`config.mk`:
```
export PLATFORM = sky130hd
export DESIGN_NAME = syn_current
export DESIGN_NICKNAME = d
export VERILOG_FILES = /design/src/rtl/syn_current.sv
export SDC_FILE = /design/constraint.sdc
export NUM_CORES = 1
export LEC_CHECK = 0
export CORE_MARGIN = 8
export CORE_UTILIZATION = 40
export DETAILED_ROUTE_END_ITERATION = 10
export GPL_TIMING_DRIVEN = 0
export SKIP_CTS_REPAIR_TIMING = 1
export SLEW_MARGIN = 20
export SYNTH_ARGS = -nofsm -noshare
export SYNTH_HDL_FRONTEND = slang
export SYNTH_SLANG_ARGS = --single-unit
```
`constraint.sdc`:
```
create_clock -name clk -period 3.7 [get_ports clk]
set_input_delay 0.74 -clock clk [delete_from_list [all_inputs] [get_ports clk]]
set_output_delay 0.74 -clock clk [all_outputs]
set_load 0.01 [all_outputs]
```
`src/rtl/syn_current.sv`:
```
// rtl/syn_current.sv - synaptic current accumulator with per-step exponential decay
module syn_current #(
  parameter int TAU_SHIFT = 4,
  parameter int W         = 37
) (
  input  logic                clk,
  input  logic                rst_n,
  input  logic                clr,
  input  logic                step,
  input  logic                syn_valid,
  input  logic signed [W-1:0] syn_weight,
  output logic                syn_ready,
  output logic signed [W-1:0] cur_out,
  output logic                cur_valid,
  input  logic                cur_ready,
  output logic [7:0]          evt_cnt,
  output logic                overrun
);

  typedef enum logic [1:0] {ACCUM, DECAY, PRESENT} state_t;

  localparam logic signed [W-1:0] SAT_MAX = {1'b0, {(W-1){1'b1}}};
  localparam logic signed [W-1:0] SAT_MIN = {1'b1, {(W-1){1'b0}}};

  state_t              state, state_nxt;
  logic signed [W-1:0] acc;
  logic [7:0]          cnt;
  logic                accept;
  logic signed [W-1:0] w_in;
  logic signed [W-1:0] sum;
  logic signed [W-1:0] decayed;
  logic [7:0]          cnt_inc;

  // One guard bit catches overflow; clamp instead of wrapping.
  function automatic logic signed [W-1:0] sat_add(input logic signed [W-1:0] a,
                                                  input logic signed [W-1:0] b);
    logic signed [W:0] s;
    s = {a[W-1], a} + {b[W-1], b};
    if (s[W] != s[W-1]) return s[W] ? SAT_MIN : SAT_MAX;
    return s[W-1:0];
  endfunction

  assign accept  = syn_valid && (state == ACCUM);
  assign w_in    = accept ? syn_weight : '0;
  assign sum     = sat_add(acc, w_in);
  assign decayed = cur_out - (cur_out >>> TAU_SHIFT);
  assign cnt_inc = (accept && (cnt != 8'hFF)) ? cnt + 8'd1 : cnt;

  always_comb begin
    state_nxt = state;
    syn_ready = 1'b0;
    case (state)
      ACCUM: begin
        syn_ready = 1'b1;
        if (step) state_nxt = DECAY;
      end
      DECAY:   state_nxt = PRESENT;
      PRESENT: if (cur_ready) state_nxt = ACCUM;
      default: state_nxt = ACCUM;
    endcase
  end

  always_ff @(posedge clk or negedge rst_n) begin
    if (!rst_n) begin
      state     <= ACCUM;
      acc       <= '0;
      cnt       <= '0;
      cur_out   <= '0;
      cur_valid <= 1'b0;
      evt_cnt   <= '0;
      overrun   <= 1'b0;
    end else begin
      state <= state_nxt;
      // A step arriving while the previous result is still in flight is lost.
      if (step && (state != ACCUM)) overrun <= 1'b1;
      case (state)
        ACCUM: begin
          if (clr) begin
            acc <= '0;
            cnt <= '0;
            if (step) begin
              cur_out <= '0;
              evt_cnt <= '0;
            end
          end else if (step) begin
            cur_out <= sum;
            acc     <= sum;
            evt_cnt <= cnt_inc;
            cnt     <= '0;
          end else begin
            acc <= sum;
            cnt <= cnt_inc;
          end
        end
        DECAY: begin
          acc       <= clr ? '0 : decayed;
          cur_valid <= 1'b1;
        end
        PRESENT: begin
          if (clr) acc <= '0;
          if (cur_ready) cur_valid <= 1'b0;
        end
        default: ;
      endcase
    end
  end

endmodule
```
==> results of run 1 <==
## sequential cells by signal, indices dropped and copies added, names as in the netlist
signal     flops
cur_valid      1
evt_cnt        8
overrun        1
state          2
cnt            8
acc           37
cur_out       37
## power groups by stage
stage	Combinational (mW)	Clock [mW]	Sequential, mW
3_5_place_dp	8.05	0	1.78
3_3_place_gp	8.03	0	1.78
6_report	9.10	0.949	1.80
4_1_cts	8.10	0.971	1.76
5_1_grt	9.93	1.00	1.85
2_1_floorplan	5.70	0	1.75
## cells in the final DEF (no fill, tap or decap), drive strengths merged, types with 11 or more instances in the layout
cell,instances
ha,78
a31oi,12
xor2,23
buf,66
dfrtp,94
nand2b,11
nand2,118
a22oi,17
a21oi,75
o21ai,105
clkbuf,28
and3,44
nor2,92
inv,62
nor3,20
clkdlybuf4s50,87
o21bai,16
a21o,32
nand3,19
xnor2,40
nand4,16
o211ai,13
## cells by family after synthesis
logic type,Yosys count,synth area share (%)
and+or+nand+nor,352,19.9
AOI/OAI and AO/OA,344,27.2
buffers and inverters,102,5.12
DFF,94,28.5
adders and majority gates,80,12.3
xor gates and xnor gates,63,6.70
muxes,2,0.243
## critical path, stage by stage, from the launching register on
cell and delay (ns):
dfrtp_1 0.40, inv_2 0.10, ha_4 0.16, buf_12 0.13, buf_8 0.13, and3_4 0.18, ha_4 0.13, inv_2 0.04
fa_2 0.36, nand2b_4 0.17, a21oi_4 0.20, o21ai_4 0.08, a211oi_4 0.35, o21ai_2 0.13, and2_4 0.19, a211o_4 0.37
or2_4 0.30, buf_12 0.17, o21ai_1 0.14
## metal layers
layer	GRT usage (%)	up-vias	share of wire [%]	routed length [um]
met1	28.4	3959	46	13200
met2	33.1	247	45	12900
met5	0	-	0	0
li1	-	4038	-	-
met3	3.88	60	5.4	1560
met4	6.56	0	3.5	1010
## per-stage QoR
stage	utilization, %	TNS (ns)	cells
global route	55.0	-10.99	1454
floorplan	-	0	1037
global placement	47.0	-298.97	1396
detailed placement	47.1	-121.74	1397
finish	55.0	-5.42	1454
CTS	48.5	-94.43	1413
## final timing paths
check                               to  cells after the start  slack [ns]     start
max                        cur_out[35]                     18       -0.13  state[1]
min                         cur_out[8]                      1        0.29     rst_n
max reg2reg                cur_out[35]                     18       -0.13  state[1]
min reg2reg                    overrun                      1        0.47   overrun
max in group asynchronous      acc[15]                      2        2.78     rst_n
min in group clk               overrun                      1        0.47   overrun
## cell type report
type,instances,area [um^2]
inverters,60,225
plain buffers,39,374
well taps,270,338
clock inverters,7,66.3
flip-flops and latches,94,2350
clock buffers,9,225
repair buffers,134,1330
fillers,1882,9100
multi-input cells,841,6220
==> flow_summary.json, run 1 <==
{
  "outcome": "finished with violations",
  "violations": "negative setup slack",
  "fin_nets": 1302,
  "gp_congestion": 0.900,
  "synth.distinct_cells": 71,
  "syn_avg_cell_area_um2": 7.95,
  "fin_area_um2": 11100,
  "p_sw_share_pct": 50.8,
  "first_iter_violations": 516,
  "grt_max_degree": 53,
  "power_density_nw_per_um2": 1060,
  "grt-ovfl-total": 0,
  "antenna_cells": 0,
  "synth-edff-count": 0,
  "routed_via_density": 5.71,
  "max_slew_margin_pct": 39.4,
  "syn_nets": 1160,
  "pwr-share-comb_pct": 76.8,
  "dr_total_vias": 8304,
  "hold_path.class": "in2async",
  "drive_above_1_share_pct": 17.9,
  "io_pins": 91,
  "cap_violations": 0,
  "async_reset_ff_share_pct": 100,
  "design.die.area_um2": 25400,
  "synth-seq-cells": 94,
  "grt_pass1_vias": 7791,
  "antenna_found_initial": 0,
  "fin_skew_ns": 0.0111,
  "tightestPinTransition_ns": 0.905,
  "internal_power_mw": 5.83,
  "start_util_pct": 40.7,
  "layout_setup_ws_ns": -0.135,
  "dr.pass1.iters": 5,
  "io_buffers": 89,
  "final.min_clock_period_ns": 3.83,
  "htree_levels": 3,
  "yosys.area.top_type": "dfrtp_1",
  "seqPwrFrac_pct": 15.2,
  "power.leakage_nw": 4.85,
  "power_mw": 11.8,
  "die_w_um": 160,
  "synth_flop_cell": "dfrtp_1",
  "die_h_um": 160,
  "ant_nets": 0,
  "end_kind": "register",
  "peakVddDrop_uv": 656,
  "area_growth_pct": 35.1,
  "clockPowerShare_pct": 8.0,
  "worstSetupPathType": "reg2reg",
  "rsz0062_at_grt": "yes",
  "clockRootBuffer": "clkbuf_16",
  "ys_top_cells_by_area": "dfrtp_1, ha_1, nand2_1, o21ai_0, a21oi_1",
  "setup_violations": 68,
  "grtUsageTotal_pct": 21.0,
  "clockBufferDepth": 2,
  "synth_top_area_share_pct": 28.5,
  "ys_seq_area_share_pct": 28.5,
  "pre_cts_ws_ns": -2.02,
  "fmax_ghz": 0.261,
  "syn-cell-area_um2": 8240,
  "synth.most_common_cell": "nand2_1",
  "syn-instance-count": 1037,
  "required_ns": 3.98,
  "grt_pass1_wl_um": 43000,
  "slew_violations": 0,
  "drc": 0,
  "cts.sinks": 94,
  "clkTransAtPathRegs_ns": 0.08,
  "worstPathMaxFanout": 10,
  "wl_um": 28700,
  "fp.coreArea_um2": 20200,
  "finalCritPeriodShare_pct": 104,
  "hpwl_um": 21100,
  "start_kind": "register",
  "rows": 52,
  "cts_tree": "done",
  "power_switching_mw": 6.02,
  "wire_per_inst_um": 19.7,
  "synth_common_cells": "nand2_1, dfrtp_1, nor2_1",
  "hold_violations": 0,
  "yosysWarnings": 0,
  "cts_buffers": 9,
  "whs_ns": 0.285,
  "worstSkewPairLatency_ns": 0.37,
  "crit_arrival_ns": 4.12,
  "place_area_um2": 9530
}
Power figures use the tool's default switching activity.
==> inputs of run 2 (changes only) <==
Clock period 3.7 ns to 4.4 ns, I/O delays scaled along.
==> run 2 against run 1 <==
  * The run now ends clean
  * Non-clock buffer count is 32 lower
  * Register-to-register slack better by 0.35 ns
  * Via count down 3.7%
  * First-iteration DRC count up 6.8%
  * Total power is 23% lower
==> flow_summary.json, run 2 (synthesized netlist as in run 1, its figures left out) <==
{
  "routed_via_density": 5.62,
  "cp_slowest_cell": "dfrtp_1",
  "dr_total_vias": 7993,
  "power_mw": 9.18,
  "most-common-layout-cells": "nand2_1, dfrtp_1, nor2_1",
  "htree_levels": 3,
  "critical_path.most_common_cell": "buf_4",
  "rsz0062_at_grt": "no",
  "fin_skew_ns": 0.0106,
  "grt_pass1_vias": 7715,
  "outcome": "complete, no violations",
  "path_cells": "inv_1 -> ha_4 -> clkbuf_4 -> clkbuf_2 -> and3_1 -> ha_1 -> buf_2 -> a21oi_1 -> o21ai_0 -> a31oi_2 -> a211oi_2 -> buf_4 -> o21ai_2 -> and2_4 -> xor2_2 -> o21ai_4 -> buf_4 -> nand2b_1 -> a221o_1",
  "worstSkewPairLatency_ns": 0.36,
  "cts_tree": "done",
  "reg2reg_slack_ns": 0.22,
  "die_w_um": 160,
  "area_growth_pct": 22.0,
  "first_iter_violations": 551,
  "max_slew_margin_pct": 36.8,
  "whs_ns": 0.367,
  "cts_buffers": 9,
  "crit_arrival_ns": 4.42,
  "worstSetupPathType": "reg2reg",
  "clockPowerShare_pct": 8.5,
  "internal_power_mw": 4.44,
  "placedCellCount": 1397,
  "p_sw_share_pct": 51.7,
  "cap_violations": 0,
  "grt-ovfl-total": 0,
  "final.min_clock_period_ns": 4.18,
  "die_h_um": 160,
  "hold_violations": 0,
  "grtUsageTotal_pct": 20.8,
  "design.die.area_um2": 25400,
  "worstPathMaxFanout": 10,
  "reg2reg_from": "state[0]",
  "grt_pass1_wl_um": 42300,
  "setup_violations": 0,
  "slew_violations": 0,
  "antenna_found_initial": 0,
  "tightestPinTransition_ns": 0.944,
  "antenna_cells": 0,
  "dr.pass1.iters": 6,
  "r2r_end": "acc[30]",
  "fill_cells": 1996,
  "wire_per_inst_um": 18.9,
  "cpPeakStageDelay_ns": 0.38,
  "start_kind": "register",
  "fin_nets": 1270,
  "io_pins": 91,
  "gp_congestion": 0.901,
  "r2r_cells": 19,
  "start_util_pct": 40.7,
  "cts.sinks": 94,
  "grt_max_degree": 73,
  "io_buffers": 89,
  "power_density_nw_per_um2": 913,
  "reg_top3": "acc x37, cur_out x37",
  "power_switching_mw": 4.74,
  "power.leakage_nw": 4.62,
  "peakVddDrop_uv": 630,
  "layoutNonFillerInstCount": 1422,
  "fmax_ghz": 0.239,
  "clockRootBuffer": "clkbuf_16",
  "clockBufferDepth": 2,
  "seqPwrFrac_pct": 16.1,
  "final_common_cell": "nand2_1",
  "wl_um": 26900,
  "drc": 0,
  "pwr-share-comb_pct": 75.4,
  "finalCritPeriodShare_pct": 95.0,
  "fp.coreArea_um2": 20200,
  "clkTransAtPathRegs_ns": 0.07,
  "required_ns": 4.64,
  "ant_nets": 0,
  "drive_above_1_share_pct": 7.90,
  "rows": 52,
  "hpwl_um": 21000,
  "end_kind": "register",
  "hold_path.class": "in2async"
}
==> run 2: cell count changes in the layout (fill, tap and decap cells not counted), sizes merged <==
| cell | delta |
|---|---|
| inv | -1 |
| clkinv | +2 |
| buf | -31 |
| clkinvlp | -2 |
==> run 2: final cells by class <==
cell class / count / area (um^2) / area share (%)
repair buffers: 103 / 1030 / 10.3
inverters: 60 / 225 / 2.24
flip-flops and latches: 94 / 2350 / 23.4
clock buffers: 10 / 239 / 2.38
clock inverters: 6 / 45.0 / 0.448
well taps: 270 / 338 / 3.36
plain buffers: 38 / 221 / 2.20
multi-input cells: 841 / 5600 / 55.7
==> run 2: power by group through the flow <==
stage	logic (mW)	registers, mW	clock network (mW)
floorplan	4.78	1.47	0
global placement	6.74	1.49	0
detailed placement	6.75	1.50	0
CTS	6.79	1.48	0.800
global route	7.62	1.52	0.831
finish	6.92	1.48	0.782
==> run 2: layer usage <==
metal	track usage (%)	wire (um)
met2	32.6	12000
met5	0	0
met1	28.1	12800
met3	4.27	1320
met4	6.52	725
==> run 2: per-stage QoR <==
step | util, % | setup TNS [ns] | setup slack [ns] | instance area (um^2)
2_1_floorplan | - | 0 | 0.425 | 8240
3_3_place_gp | 46.8 | -223.09 | -1.64 | 9470
3_5_place_dp | 46.9 | -98.72 | -1.71 | 9500
4_1_cts | 48.3 | -72.81 | -1.36 | 9780
5_1_grt | 49.7 | 0 | 0.0153 | 10100
6_report | 49.7 | 0 | 0.220 | 10100
==> run 2: how the worst max path moves through the flow <==
| stage | cells after the start | slack (ns) | end | from |
|---|---|---|---|---|
| finish | 19 | 0.22 | acc[30] | state[0] |
| global route | 18 | 0.02 | acc[34] | state[1] |
| CTS | 15 | -1.36 | acc[8] | syn_valid |
| detailed placement | 15 | -1.71 | acc[8] | syn_valid |
| global placement | 15 | -1.64 | acc[10] | syn_valid |
| floorplan | 13 | 0.42 | acc[34] | syn_valid |
==> run 2: critical path, delay by kind of cell, from the launching register on <==
kind / cells / cell delay, ns
AOI/OAI and AO/OA: 7 / 1.32
adders and majority gates: 2 / 0.45
DFF: 1 / 0.38
xor gates and xnor gates: 1 / 0.19
and+or+nand+nor: 3 / 0.55
buffers and inverters: 6 / 1.15
==> inputs of run 3 (changes only) <==
Settings changed: ABC_AREA from default to 1, SKIP_CTS_REPAIR_TIMING 1 to default.
==> run 3 against run 2 <==
  * Clock skew shrank 0.0023 ns
  * Final cell count rose by 39%
  * Register-to-register slack better by 0.07 ns
  * Via count is 30% higher
  * Critical path depth is 2 higher
  * Critical path type is now in2reg
  * First-iteration DRC count rose by 43%
  * Clock power is 12% higher
  * Core utilization decreased by 1.7 points
  * Total power decreased by 1.2%
  * Worst setup slack improved by 0.048 ns
==> flow_summary.json, run 3 <==
{
  "reg2reg_from": "state[0]",
  "pwr-share-comb_pct": 74.2,
  "wl_um": 34900,
  "worstPathMaxFanout": 10,
  "clockRootBuffer": "clkbuf_16",
  "drive_above_1_share_pct": 3.56,
  "gp_congestion": 0.977,
  "max_slew_margin_pct": 53.1,
  "syn-instance-count": 1553,
  "cpPeakStageDelay_ns": 0.40,
  "r2r_end": "cur_out[25]",
  "clockBufferDepth": 2,
  "cts_setup_buffers": 0,
  "antenna_cells": 0,
  "placedCellCount": 1962,
  "yosysWarnings": 0,
  "place_area_um2": 10900,
  "drc": 0,
  "setup_violations": 0,
  "htree_levels": 3,
  "antenna_found_initial": 0,
  "synth.distinct_cells": 39,
  "ant_nets": 0,
  "synth_common_cells": "nand2_1, inv_1, nor2_1",
  "crit_arrival_ns": 4.36,
  "power_density_nw_per_um2": 805,
  "io_buffers": 89,
  "cap_violations": 0,
  "hold_path.class": "in2async",
  "path_buf_inv": 5,
  "clockPowerShare_pct": 9.7,
  "ys_seq_area_share_pct": 24.5,
  "dr.pass1.iters": 6,
  "crit_family": "simple AND/OR/NAND/NOR gates",
  "ys_top_cells_by_area": "dfrtp_1, nand2_1, ha_1, nand3_1, inv_1",
  "slew_violations": 0,
  "p_sw_share_pct": 56.8,
  "fmax_ghz": 0.242,
  "wire_per_inst_um": 17.6,
  "area_growth_pct": 17.5,
  "power_mw": 9.07,
  "die_h_um": 171,
  "tns_ns": 0,
  "grt-ovfl-total": 0,
  "synth.most_common_cell": "nand2_1",
  "worstSetupPathType": "in2reg",
  "fin_skew_ns": 0.00824,
  "async_reset_ff_share_pct": 100,
  "outcome": "complete, no violations",
  "syn_nets": 1676,
  "reg_top3": "acc x37, cur_out x37",
  "first_iter_violations": 790,
  "critical_path.most_common_cell": "nand2_1",
  "syn_avg_cell_area_um2": 6.17,
  "final_common_cell": "nand2_1",
  "synth-seq-cells": 94,
  "design.die.area_um2": 29200,
  "peakVddDrop_uv": 369,
  "layoutNonFillerInstCount": 1977,
  "cp_num_cells": 21,
  "start_kind": "input port",
  "rsz0062_at_grt": "no",
  "cts_buffers": 9,
  "required_ns": 4.62,
  "r2r_cells": 22,
  "power_switching_mw": 5.15,
  "synth_top_area_share_pct": 24.5,
  "start_util_pct": 40.8,
  "hold_violations": 0,
  "fp.coreArea_um2": 23500,
  "dr_total_vias": 10400,
  "fill_cells": 2507,
  "routed_via_density": 5.26,
  "rows": 56,
  "reg2reg_slack_ns": 0.29,
  "cts.sinks": 94,
  "hpwl_um": 29500,
  "synth-edff-count": 0,
  "layout_setup_ws_ns": 0.268,
  "grt_pass1_wl_um": 54300,
  "power.leakage_nw": 5.70,
  "seqPwrFrac_pct": 16.1,
  "end_kind": "register",
  "most-common-layout-cells": "nand2_1, inv_1, nor2_1",
  "internal_power_mw": 3.92,
  "yosys.area.top_type": "dfrtp_1",
  "syn-cell-area_um2": 9580,
  "tightestPinTransition_ns": 0.704,
  "grtUsageTotal_pct": 23.9,
  "path_cells": "clkdlybuf4s50_1 -> nand2_1 -> buf_6 -> buf_2 -> nor2_1 -> ha_1 -> nand2_1 -> inv_1 -> a21oi_1 -> nand2_1 -> nand2_1 -> nand3_2 -> nand2_1 -> nand2_1 -> nand2_1 -> nand2_1 -> nand2_2 -> buf_2 -> nand3_1 -> nand3_1 -> o21ai_0",
  "holdBufCountCts": 0,
  "cp-startpoint": "syn_valid",
  "fin_area_um2": 11300,
  "cp_slowest_cell": "clkdlybuf4s50_1",
  "synth_flop_cell": "dfrtp_1",
  "grt_pass1_vias": 9956,
  "final.min_clock_period_ns": 4.13,
  "finalCritPeriodShare_pct": 93.9,
  "pre_cts_ws_ns": -0.804,
  "grt_max_degree": 69,
  "die_w_um": 171,
  "clkTransAtPathRegs_ns": 0.07,
  "fin_nets": 1777,
  "cts_tree": "done",
  "worstSkewPairLatency_ns": 0.36,
  "io_pins": 91
}
[run 3: cell types whose count changed after synthesis, moves of 12 or more]
cell     previous run  this run
a21o_1             32        11
inv_1              59       205
a22oi_1            17         0
xor2_1             23        11
nand3_1            19       157
xnor2_1            40        17
nor2_1             92       192
nand2_1           117       395
and3_1             44         0
o21ai_1            20         0
a21oi_1            75       128
o21ai_0            84       118
[run 3: worst register-to-register path, stage by stage (launching register included)]
cell      delay (ns)
dfrtp_1         0.38
inv_1           0.13
ha_1            0.20
clkbuf_4        0.22
nand2_1         0.13
buf_6           0.18
nor2_1          0.13
ha_2            0.23
inv_1           0.06
fa_1            0.45
inv_2           0.13
nand3_1         0.09
nand2_2         0.14
nand3b_1        0.11
nand3_2         0.17
nand2_1         0.14
nand3_1         0.10
nand2_1         0.08
nand2_2         0.17
buf_2           0.28
nand3_1         0.18
nand3_1         0.17
o21ai_0         0.12
[run 3: per-stage QoR]
stage / hold slack (ns) / util, %
after floorplan: 0.455 / -
after global routing: 0.386 / 48.0
after global placement: 0.442 / 46.3
after CTS: 0.373 / 47.8
final: 0.369 / 48.0
after detailed placement: 0.447 / 46.4
[run 3: metal layers]
| metal | track usage [%] | wire length, um | vias to the layer above | share of wire [%] |
|---|---|---|---|---|
| met1 | 33.2 | 16500 | 4773 | 47 |
| met4 | 7.48 | 781 | 0 | 2.2 |
| met5 | 0 | 0 | - | 0 |
| met2 | 38.5 | 15700 | 310 | 45 |
| li1 | - | - | 5278 | - |
| met3 | 2.49 | 1980 | 40 | 5.7 |
[run 3: worst max path at each step]
stage                     slack (ns)     endpoint
final                           0.27  cur_out[25]
after global routing            0.01  cur_out[20]
after CTS                       0.01  cur_out[31]
after detailed placement       -0.80  cur_out[31]
after global placement         -1.27  cur_out[27]
after floorplan                 0.90      acc[16]
[run 3: repair_timing]
action                     CTS  global route
hold endpoints to repair     0             0
setup endpoints to repair   72            72
gates resized for setup      5            17
[run 3: layout make-up]
cell class | instances | area [um^2] | area share (%)
timing repair buffer | 90 | 920 | 8.17
sequential | 94 | 2350 | 20.9
tap | 319 | 399 | 3.55
clock buffer | 9 | 225 | 2.00
buffer | 43 | 241 | 2.15
multi-input combinational | 1207 | 6240 | 55.4
inverter | 209 | 785 | 6.97
clock inverter | 6 | 93.8 | 0.834
[run 3: cells by family after synthesis]
| kind of cell | Yosys count | synth area share, % |
|---|---|---|
| buffers and inverters | 252 | 10.4 |
| AOI/OAI and AO/OA | 299 | 17.0 |
| and+or+nand+nor | 800 | 34.9 |
| xor gates and xnor gates | 28 | 2.56 |
| adders and majority gates | 80 | 10.6 |
| DFF | 94 | 24.5 |
[run 3: power by group through the flow]
stage / Clock [mW] / Combinational (mW) / Sequential [mW]
3_3_place_gp: 0 / 6.54 / 1.48
5_1_grt: 0.913 / 7.48 / 1.50
6_report: 0.876 / 6.73 / 1.46
2_1_floorplan: 0 / 4.46 / 1.44
4_1_cts: 0.886 / 6.61 / 1.46
3_5_place_dp: 0 / 6.54 / 1.48
